===== config.mk =====
export PLATFORM = sky130hd
export DESIGN_NAME = addsub_arbiter
export DESIGN_NICKNAME = d
export VERILOG_FILES = /design/src/rtl/addsub_arbiter.sv
export SDC_FILE = /design/constraint.sdc
export NUM_CORES = 1
export LEC_CHECK = 0
export CAP_MARGIN = 20
export CORE_AREA = 2 2 155 157
export CTS_CLUSTER_SIZE = 30
export DETAILED_ROUTE_END_ITERATION = 10
export DIE_AREA = 0 0 157 159
export PLACE_DENSITY_LB_ADDON = 0.1
export SLEW_MARGIN = 20
export SYNTH_ARGS = -nofsm -noshare
export SYNTH_HDL_FRONTEND = slang
export SYNTH_SLANG_ARGS = --single-unit

===== constraint.sdc =====
create_clock -name clk -period 3.95 [get_ports clk]
set_input_delay 0.395 -clock clk [delete_from_list [all_inputs] [get_ports clk]]
set_output_delay 0.395 -clock clk [all_outputs]
set_load 0.02 [all_outputs]

===== src/rtl/addsub_arbiter.sv =====
// rtl/addsub_arbiter.sv - arbitrates NREQ add/sub requesters onto one shared registered datapath (round-robin when ADDSUB_ARB_RR_EN is defined, fixed-priority otherwise)
module addsub_arbiter #(
  parameter int NREQ = 4,
  parameter int W    = 32,
  localparam int IDW = (NREQ > 1) ? $clog2(NREQ) : 1
) (
  input  logic              clk,
  input  logic              rstN,
  input  logic [NREQ-1:0]   req_valid,
  input  logic [NREQ-1:0]   req_mode,
  input  logic [NREQ*W-1:0] req_a,
  input  logic [NREQ*W-1:0] req_b,
  output logic [NREQ-1:0]   req_ready,
  output logic [W-1:0]      dp_a,
  output logic [W-1:0]      dp_b,
  output logic              dp_mode,
  input  logic [W-1:0]      dp_sum,
  output logic              rsp_valid,
  input  logic              rsp_ready,
  output logic [IDW-1:0]    rsp_id,
  output logic [W-1:0]      rsp_sum,
  output logic              busy
);

  typedef enum logic [1:0] {IDLE, ISSUE, CAPTURE, RESP} state_t;

  state_t         state_q;
  logic [W-1:0]   op_a_q;
  logic [W-1:0]   op_b_q;
  logic           op_mode_q;
  logic [IDW-1:0] id_q;
  logic [W-1:0]   sum_q;
  logic           rsp_valid_q;
  logic           busy_q;

  logic           gnt_found;
  logic [IDW-1:0] gnt_idx;
  logic [IDW-1:0] sel;

`ifdef ADDSUB_ARB_RR_EN
  logic [IDW-1:0] ptr_q;
  int             slot;

  // Round-robin search: scan from ptr_q+NREQ down to ptr_q+1 so the slot right after the pointer wins.
  always_comb begin
    gnt_found = 1'b0;
    gnt_idx   = '0;
    sel       = '0;
    slot      = 0;
    for (int k = NREQ; k >= 1; k--) begin
      slot = (int'(ptr_q) + k) % NREQ;
      sel  = IDW'(slot);
      if (req_valid[sel]) begin
        gnt_found = 1'b1;
        gnt_idx   = sel;
      end
    end
  end
`else
  // Fixed priority: scan from the top so the lowest asserted index is the last one written.
  always_comb begin
    gnt_found = 1'b0;
    gnt_idx   = '0;
    sel       = '0;
    for (int k = NREQ - 1; k >= 0; k--) begin
      sel = IDW'(k);
      if (req_valid[sel]) begin
        gnt_found = 1'b1;
        gnt_idx   = sel;
      end
    end
  end
`endif

  // Grant strobe is combinational in IDLE only; gated by rstN so it is silent while reset is held.
  always_comb begin
    req_ready = '0;
    if (rstN && (state_q == IDLE) && gnt_found) begin
      req_ready[gnt_idx] = 1'b1;
    end
  end

  // Operation FSM: latch the winner, let the datapath register its result, capture it, hold until consumed.
  always_ff @(posedge clk or negedge rstN) begin
    if (!rstN) begin
      state_q     <= IDLE;
      op_a_q      <= '0;
      op_b_q      <= '0;
      op_mode_q   <= 1'b0;
      id_q        <= '0;
      sum_q       <= '0;
      rsp_valid_q <= 1'b0;
      busy_q      <= 1'b0;
`ifdef ADDSUB_ARB_RR_EN
      ptr_q       <= IDW'(NREQ - 1);
`endif
    end else begin
      case (state_q)
        IDLE: begin
          if (gnt_found) begin
            op_a_q    <= req_a[int'(gnt_idx)*W +: W];
            op_b_q    <= req_b[int'(gnt_idx)*W +: W];
            op_mode_q <= req_mode[gnt_idx];
            id_q      <= gnt_idx;
            busy_q    <= 1'b1;
            state_q   <= ISSUE;
`ifdef ADDSUB_ARB_RR_EN
            ptr_q     <= gnt_idx;
`endif
          end
        end
        ISSUE: begin
          state_q <= CAPTURE;
        end
        CAPTURE: begin
          sum_q       <= dp_sum;
          rsp_valid_q <= 1'b1;
          state_q     <= RESP;
        end
        RESP: begin
          if (rsp_ready) begin
            rsp_valid_q <= 1'b0;
            busy_q      <= 1'b0;
            state_q     <= IDLE;
          end
        end
        default: begin
          state_q <= IDLE;
        end
      endcase
    end
  end

  assign dp_a      = op_a_q;
  assign dp_b      = op_b_q;
  assign dp_mode   = op_mode_q;
  assign rsp_valid = rsp_valid_q;
  assign rsp_id    = id_q;
  assign rsp_sum   = sum_q;
  assign busy      = busy_q;

endmodule


==> results of run 1 <==
worst min path at each step:
| stage | from | end | slack, ns | depth (start not counted) |
|---|---|---|---|---|
| detailed placement | rstN | dp_b[18]$_DFFE_PN0P_ | 0.28 | 1 |
| global placement | rstN | dp_b[18]$_DFFE_PN0P_ | 0.28 | 1 |
| finish | rstN | dp_b[18]$_DFFE_PN0P_ | 0.47 | 2 |
| floorplan | rstN | busy$_DFFE_PN0P_ | 0.1 | 0 |
| CTS | rstN | dp_b[18]$_DFFE_PN0P_ | 0.45 | 2 |
| global route | rstN | dp_b[18]$_DFFE_PN0P_ | 0.49 | 2 |
synth_stat cells, drive strengths merged:
cell	count	area share (%)
dfrtp	103	36
nor2	71	3.7
a21oi	68	4.7
inv	68	3.6
nor2b	67	5.8
a31oi	66	5.8
o21ai	66	4.6
a22o	65	7.9
and3b	65	7.9
nand3b	65	6.8
clkbuf	51	2.7
buf	36	3.3
mux2	33	5.2
ha	4	0.70
and3	2	0.17
nand2	2	0.10
o21a	2	0.21
and2	1	0.087
mux2i	1	0.14
nor4	1	0.087
nor4b	1	0.12
o221a	1	0.16
o22ai	1	0.087
o41a	1	0.16
registers in the layout (all words and copies together) (netlist names):
register,flops
dp_a,32
dp_b,32
rsp_sum,32
rsp_id,2
state_q,2
busy,1
dp_mode,1
rsp_valid,1
report_power, final:
group,internal (mW),leakage (nW),total [mW],switching [mW]
registers,1.58,1.15,1.87,0.280
clock network,0.500,0.138,0.938,0.438
logic,1.72,3.54,3.43,1.71
total,3.80,4.83,6.23,2.43
logic make-up (layout without fill, tap and decap cells):
family | Yosys count | count (layout)
flip-flops | 103 | 103
adder cells (fa/ha/maj) | 4 | 4
AND/OR/NAND/NOR | 275 | 275
AO/OA/AOI/OAI | 270 | 270
multiplexers | 34 | 34
other | 0 | 2
buffers and inverters | 155 | 500
critical path, delay by kind of cell:
kind,cells,cell delay [ns]
AND/OR/NAND/NOR,1,0.23
buffers and inverters,4,1.87
routing by layer:
metal / up-vias / global-route usage (%) / part of all wire [%]
li1: 3649 / - / -
met1: 3338 / 24.4 / 40
met2: 281 / 36.6 / 49
met3: 26 / 6.61 / 9.3
met4: 0 / 6.51 / 1.8
met5: - / 0 / 0
area by class of cell:
| type | instances | share of cell area [%] |
|---|---|---|
| sequential | 103 | 22.3 |
| timing repair buffer | 416 | 35.6 |
| inverter | 68 | 2.20 |
| tap | 319 | 3.45 |
| antenna | 2 | 0.0432 |
| clock inverter | 5 | 0.562 |
| multi-input combinational | 583 | 33.9 |
| clock buffer | 11 | 2.01 |
metrics by stage:
stage          worst slack, ns  hold slack, ns  cell area, sq um
5_1_grt                  0.873           0.485             11600
4_1_cts                  0.985           0.452             11600
3_3_place_gp              1.56           0.278             11300
2_1_floorplan             1.91          0.0994              7180
6_report                  1.02           0.466             11600
3_5_place_dp              1.52           0.285             11300
==> results.sh, run 1 <==
export IMPL_antenna_found_initial=3
export IMPL_synth_cell_types=27
export IMPL_period_minus_slack_ns=2.93
export IMPL_start_util_pct=30.9
export IMPL_crit_fanout=34
export IMPL_ant_nets=0
export IMPL_routed_wl_mm=27.1
export IMPL_finalClockSkew_ns=0.00725
export IMPL_grt_overflow_total=0
export IMPL_routed_via_density=4.84
export IMPL_hold_viol=0
export IMPL_crit_chain="dlygate4sd3_1 -> buf_4 -> buf_4 -> and3_1 -> clkdlybuf4s50_1"
export IMPL_clock_path_buffers=2
export IMPL_critPathKind="in -> out"
export IMPL_crit_path_end_kind="output port"
export IMPL_io_buffer_count=403
export IMPL_maxSlewViolCount=0
export IMPL_fin_util_pct=49.9
export IMPL_root_buffer="clkbuf_16"
export IMPL_hp_class="in -> async"
export IMPL_cts_tree="yes"
export IMPL_dr_first_iter_drc_count=394
export IMPL_fmax_ghz=0.342
export IMPL_layout_common_cells="398 x clkdlybuf4s50_1, 103 x dfrtp_1, 70 x nor2_1"
export IMPL_cp_data_required_time_ns=3.56
export IMPL_fin_cells=1507
export IMPL_synth_compound_area_share_pct=23.6
export IMPL_yosys_warnings=0
export IMPL_syn_nets=1144
export IMPL_power_mw=6.23
export IMPL_routedWlPerCell_microns=18.0
export IMPL_cts_resized=0
export IMPL_status="completed"
export IMPL_grt_first_pass_wirelength_mm=40.8
export IMPL_post_cts_buffers=0
export IMPL_place_hpwl_mm=19.6
export IMPL_dp_cells=1488
export IMPL_rsz0062_at_grt="false"
export IMPL_critPathLaunchType="input port"
export IMPL_die_w_microns=157
export IMPL_crit_top_cell="buf_4"
export IMPL_crit_start="rstN"
export IMPL_postCtsHoldBufs=1
export IMPL_netlist_instances=841
export IMPL_arrival_ns=2.53
export IMPL_final_setup_tns_ns=0
export IMPL_r2r_start="state_q[0]$_DFFE_PN0P_"
export IMPL_clkTransAtPathRegs_ns=0.08
export IMPL_r2r_end="dp_b[3]$_DFFE_PN0P_"
export IMPL_seq_area_sq_um=2580
export IMPL_coreArea_sq_um=23200
export IMPL_fin_nets=1484
export IMPL_critPathSlowestCell="clkdlybuf4s50_1"
export IMPL_drive_above_1_share_pct=5.65
export IMPL_rows=56
export IMPL_power_leakage_nw=4.83
export IMPL_grt_pass1_vias=7166
export IMPL_place_gp_congestion=0.795
export IMPL_dieHeight_microns=159
export IMPL_multiInputGateArea_sq_um=3920
export IMPL_syn_avg_cell_area_sq_um=8.53
export IMPL_nFillCells=2252
export IMPL_num_vias=7294
export IMPL_drtPass1Iterations=4
export IMPL_synth_fa_ha_area_share_pct=0.697
export IMPL_area_growth_pct=61.4
export IMPL_synth_seq_cells=103
export IMPL_finalCritPeriodShare_pct=74.1
export IMPL_die_area_sq_um=25000
export IMPL_worst_pin_slew_ns=0.953
export IMPL_r2r_cells=5
export IMPL_synth_top_family_by_area="simple AND/OR/NAND/NOR gates"
export IMPL_cts_made_buffers=9
export IMPL_ff2ff_setup_slack_ns=1.76
export IMPL_grt_max_degree=146
export IMPL_slew_headroom_pct=36.5
export IMPL_critPathMaxStageDelay_ns=0.60
export IMPL_grt_util_all_layers_pct=21.0
export IMPL_io_pins=404
export IMPL_endpoint="req_ready[0]"
export IMPL_htreeDepth=3
export IMPL_setup_viol=0
export IMPL_synth_simple_area_share_pct=24.9
export IMPL_ys_seq_area_share_pct=35.9
export IMPL_vdd_ir_drop_max_uv=315
export IMPL_synthXorXnorAreaFrac_pct=0
export IMPL_clk_latency_ns=0.35
export IMPL_final_common_cell="clkdlybuf4s50_1"
export IMPL_p_per_area_nw_per_um2=538
export IMPL_synthMuxAreaShare_pct=5.32
export IMPL_route_detailed_drc=0
export IMPL_drv_cap=0
export IMPL_mappedNetlistArea_sq_um=7180
export IMPL_cts_sink_count=103
No activity file was read; power rests on OpenSTA's default activity.
==> run 2, diff against run 1 <==
clock period = 2.7 ns   (was 3.95 ns; I/O delays follow)
==> run 2 against run 1 <==
Critical path depth stayed put. Clock-buffer cell count is 1 lower. Final cell count hardly changed. Highest routed layer unchanged.
==> results.sh, run 2 (same netlist as run 1, synthesis figures left out) <==
export IMPL_clk_latency_ns=0.35
export IMPL_die_w_microns=157
export IMPL_routed_wl_mm=27.0
export IMPL_critPathLaunchType="flop"
export IMPL_area_growth_pct=62.3
export IMPL_finalClockSkew_ns=0.00679
export IMPL_io_buffer_count=403
export IMPL_crit_path_end_kind="output port"
export IMPL_root_buffer="clkbuf_16"
export IMPL_coreArea_sq_um=23200
export IMPL_period_minus_slack_ns=2.32
export IMPL_fmax_ghz=0.431
export IMPL_nFillCells=2267
export IMPL_cts_made_buffers=9
export IMPL_htreeDepth=3
export IMPL_layout_common_cells="398 x clkdlybuf4s50_1, 103 x dfrtp_1, 70 x nor2_1"
export IMPL_r2r_cells=7
export IMPL_post_cts_buffers=0
export IMPL_drv_cap=0
export IMPL_p_per_area_nw_per_um2=789
export IMPL_grt_overflow_total=0
export IMPL_antenna_cells=0
export IMPL_grt_first_pass_wirelength_mm=40.5
export IMPL_vdd_ir_drop_max_uv=313
export IMPL_num_vias=7271
export IMPL_setup_ws_ns=0.381
export IMPL_power_leakage_nw=4.87
export IMPL_power_mw=9.18
export IMPL_wl_met3_mm=2.38
export IMPL_grt_max_degree=136
export IMPL_hold_slack_ns=0.445
export IMPL_multiInputGateArea_sq_um=3920
export IMPL_start_util_pct=30.9
export IMPL_place_ws_ns=0.745
export IMPL_finalCritPeriodShare_pct=85.9
export IMPL_cts_sink_count=103
export IMPL_cts_tree="yes"
export IMPL_holdPathStages=2
export IMPL_hp_class="in -> reg"
export IMPL_die_area_sq_um=25000
export IMPL_drtPass1Iterations=4
export IMPL_cts_resized=0
export IMPL_antenna_found_initial=0
export IMPL_status="completed"
export IMPL_critPathKind="reg -> out"
export IMPL_fin_nets=1485
export IMPL_grt_util_all_layers_pct=21.0
export IMPL_clock_path_buffers=2
export IMPL_hold_viol=0
export IMPL_ant_nets=0
export IMPL_setup_viol=0
export IMPL_slew_headroom_pct=51.5
export IMPL_wl_met2_mm=12.9
export IMPL_arrival_ns=2.05
export IMPL_maxSlewViolCount=0
export IMPL_place_hpwl_mm=19.3
export IMPL_top_layer_used="met4"
export IMPL_dr_first_iter_drc_count=297
export IMPL_crit_fanout=4
export IMPL_cp_data_required_time_ns=2.43
export IMPL_worst_pin_slew_ns=0.727
export IMPL_dieHeight_microns=159
export IMPL_rsz0062_at_grt="false"
export IMPL_routed_via_density=4.83
export IMPL_postCtsHoldBufs=1
export IMPL_drive_above_1_share_pct=5.90
export IMPL_grt_pass1_vias=7141
export IMPL_rows=56
export IMPL_fin_util_pct=50.2
export IMPL_wl_met1_mm=11.2
export IMPL_final_common_cell="clkdlybuf4s50_1"
export IMPL_route_detailed_drc=0
export IMPL_seq_area_sq_um=2580
export IMPL_clkTransAtPathRegs_ns=0.08
export IMPL_io_pins=404
export IMPL_routedWlPerCell_microns=17.9
export IMPL_place_gp_congestion=0.813
export IMPL_final_setup_tns_ns=0
[run 2: cell count changes in the layout (fill, tap and decap cells not counted), sizes merged]
cell	change
clkinv	+1
clkinvlp	-1
inv	+1
diode	-2
buf	+1
clkbuf	-1
[run 2: layout make-up]
| type | instances | area share [%] |
|---|---|---|
| clock buffer | 10 | 2.05 |
| timing repair buffer | 417 | 35.9 |
| inverter | 68 | 2.19 |
| clock inverter | 6 | 0.645 |
| tap | 319 | 3.43 |
| sequential | 103 | 22.1 |
| multi-input combinational | 583 | 33.7 |
[run 2: through the flow]
stage	instances	area, sq um
global route	1506	11600
detailed placement	1489	11300
CTS	1506	11600
finish	1506	11600
global placement	1489	11300
floorplan	841	7180
[run 2: worst max-delay path, stage by stage, from the launching register on]
cell and delay (ns):
dfrtp_1 0.39, inv_1 0.12, ha_1 0.18, nand2_1 0.08, nor4b_1 0.27, clkdlybuf4s50_1 0.66
[run 2: per-layer routing]
| layer | global-route usage, % | vias to the layer above |
|---|---|---|
| met1 | 24.6 | 3322 |
| met5 | 0 | - |
| li1 | - | 3653 |
| met2 | 36.6 | 266 |
| met4 | 6.63 | 0 |
| met3 | 6.37 | 30 |
[run 2: worst paths after layout]
| path | start | end | slack [ns] |
|---|---|---|---|
| max | state_q[0]$_DFFE_PN0P_ | req_ready[2] | 0.38 |
| min | req_valid[1] | rsp_id[0]$_DFFE_PN0P_ | 0.45 |
| max reg2reg | state_q[0]$_DFFE_PN0P_ | dp_a[28]$_DFFE_PN0P_ | 0.84 |
| min reg2reg | rsp_id[1]$_DFFE_PN0P_ | rsp_id[1]$_DFFE_PN0P_ | 0.51 |
| max in group asynchronous | rstN | dp_a[29]$_DFFE_PN0P_ | 1.19 |
| min in group asynchronous | rstN | dp_b[24]$_DFFE_PN0P_ | 0.48 |
[run 2: report_power, final]
group          total (mW)  switching [mW]  internal, mW
combinational        5.04            2.50          2.55
sequential           2.72           0.399          2.32
clock                1.42           0.662         0.762
==> run 3, diff against run 2 <==
CAP_MARGIN = 0   (was 20)
CORE_AREA = 4 4 153 155   (was 2 2 155 157)
==> run 3 against run 2 <==
The flow now finishes with violations (hold timing). Highest routed layer unchanged. Sequential share of layout area up 0.095 points. Global-route usage fell by 0.29 points. Flip-flop and latch count unchanged. Worst hold slack got worse by 0.45 ns. Non-clock buffer count down 2. Via count up 1.1%. Sequential power is essentially flat. Final area fell by 0.43%. Combinational power about the same. Clock-buffer cell count decreased by 1. Power grew 0.68%. Routed wire length is 1.9% higher.
==> results.sh, run 3 (same netlist as run 1, synthesis figures left out) <==
export IMPL_status="finished, violations left"
export IMPL_violations="hold timing"
export IMPL_rows=54
export IMPL_hp_class="in -> async"
export IMPL_area_growth_pct=61.6
export IMPL_die_w_microns=157
export IMPL_dieHeight_microns=159
export IMPL_htreeDepth=3
export IMPL_fin_cells=1470
export IMPL_postCtsHoldBufs=0
export IMPL_grt_pass1_vias=7032
export IMPL_ant_nets=0
export IMPL_clkTransAtPathRegs_ns=0.07
export IMPL_hold_viol=13
export IMPL_critPathKind="reg -> out"
export IMPL_power_mw=9.25
export IMPL_antenna_found_initial=5
export IMPL_cts_sink_count=103
export IMPL_grt_first_pass_wirelength_mm=40.7
export IMPL_fin_nets=1483
export IMPL_grt_util_all_layers_pct=20.7
export IMPL_place_hpwl_mm=20.1
export IMPL_grt_overflow_total=0
export IMPL_post_cts_buffers=0
export IMPL_cts_made_buffers=9
export IMPL_io_buffer_count=403
export IMPL_root_buffer="clkbuf_16"
export IMPL_start_util_pct=32.9
export IMPL_drtPass1Iterations=6
export IMPL_worst_pin_slew_ns=0.724
export IMPL_crit_path_end_kind="output port"
export IMPL_layout_common_cells="398 x clkdlybuf4s50_1, 103 x dfrtp_1, 70 x nor2_1"
export IMPL_drv_cap=0
export IMPL_cts_resized=0
export IMPL_setup_viol=0
export IMPL_power_leakage_nw=4.87
export IMPL_hold_slack_ns=-0.00657
export IMPL_fmax_ghz=0.391
export IMPL_vdd_ir_drop_max_uv=497
export IMPL_routed_via_density=5.00
export IMPL_cp_data_required_time_ns=2.43
export IMPL_critPathLaunchType="flop"
export IMPL_grt_max_degree=124
export IMPL_crit_fanout=10
export IMPL_finalClockSkew_ns=0.0114
export IMPL_final_setup_tns_ns=0
export IMPL_final_common_cell="clkdlybuf4s50_1"
export IMPL_place_gp_congestion=0.810
export IMPL_rsz0062_at_grt="false"
export IMPL_clock_path_buffers=2
export IMPL_coreArea_sq_um=21800
export IMPL_place_ws_ns=0.526
export IMPL_cts_tree="yes"
export IMPL_routedWlPerCell_microns=18.7
export IMPL_period_minus_slack_ns=2.55
export IMPL_io_pins=404
export IMPL_dp_cells=1449
export IMPL_routed_wl_mm=27.5
export IMPL_finalCritPeriodShare_pct=94.6
export IMPL_clk_latency_ns=0.35
export IMPL_setup_ws_ns=0.145
export IMPL_num_vias=7349
export IMPL_fin_util_pct=53.1
export IMPL_arrival_ns=2.28
export IMPL_p_per_area_nw_per_um2=797
export IMPL_slew_headroom_pct=51.7
export IMPL_drive_above_1_share_pct=5.82
export IMPL_route_detailed_drc=0
export IMPL_maxSlewViolCount=0
export IMPL_die_area_sq_um=25000
export IMPL_dr_first_iter_drc_count=291
-- run 3: final cells by class --
class | instances | area (sq um)
Antenna cell | 5 | 12.5
Clock buffer | 9 | 225
Clock inverter | 7 | 105
Fill cell | 2059 | 10200
Inverter | 68 | 255
Multi-Input combinational cell | 583 | 3920
Sequential cell | 103 | 2580
Tap cell | 280 | 350
Timing Repair Buffer | 415 | 4150
-- run 3: report_power, final --
part,total [mW],switching [mW],internal [mW]
logic,5.05,2.51,2.53
clock network,1.48,0.652,0.829
registers,2.72,0.402,2.32
-- run 3: worst max-delay path, stage by stage, from the launching register on --
cell,delay [ns]
dfrtp_1,0.38
inv_1,0.12
ha_1,0.35
nand2_1,0.16
nor4b_1,0.27
clkdlybuf4s50_1,0.66
-- run 3: through the flow --
stage / cell area, sq um / hold WS [ns]
2_1_floorplan: 7180 / -0.0256
3_3_place_gp: 11300 / 0.385
3_5_place_dp: 11300 / 0.386
4_1_cts: 11600 / 0.00141
5_1_grt: 11600 / 0.0264
6_report: 11600 / -0.00657
-- run 3: routing by layer --
metal  wire length (microns)  vias to the layer above  track usage (%)
met5                       0                        -                0
met4                     573                        0             7.22
met3                    2580                       30             6.20
met2                   13400                      287             35.8
met1                   10900                     3378             24.2
li1                        -                     3654                -
-- run 3: worst paths after layout --
path	startpoint	end	slack, ns	cells past startpoint
max in group asynchronous	rstN	dp_a[26]$_DFFE_PN0P_	1.65	3
min in group clk	req_valid[1]	rsp_id[0]$_DFFE_PN0P_	0.41	2
worst max-delay path	state_q[0]$_DFFE_PN0P_	req_ready[2]	0.15	5
worst min register to register	rsp_id[1]$_DFFE_PN0P_	rsp_id[1]$_DFFE_PN0P_	0.50	1
worst max register to register	state_q[0]$_DFFE_PN0P_	dp_a[25]$_DFFE_PN0P_	0.81	6
worst min-delay path	rstN	dp_a[17]$_DFFE_PN0P_	-0.007	2
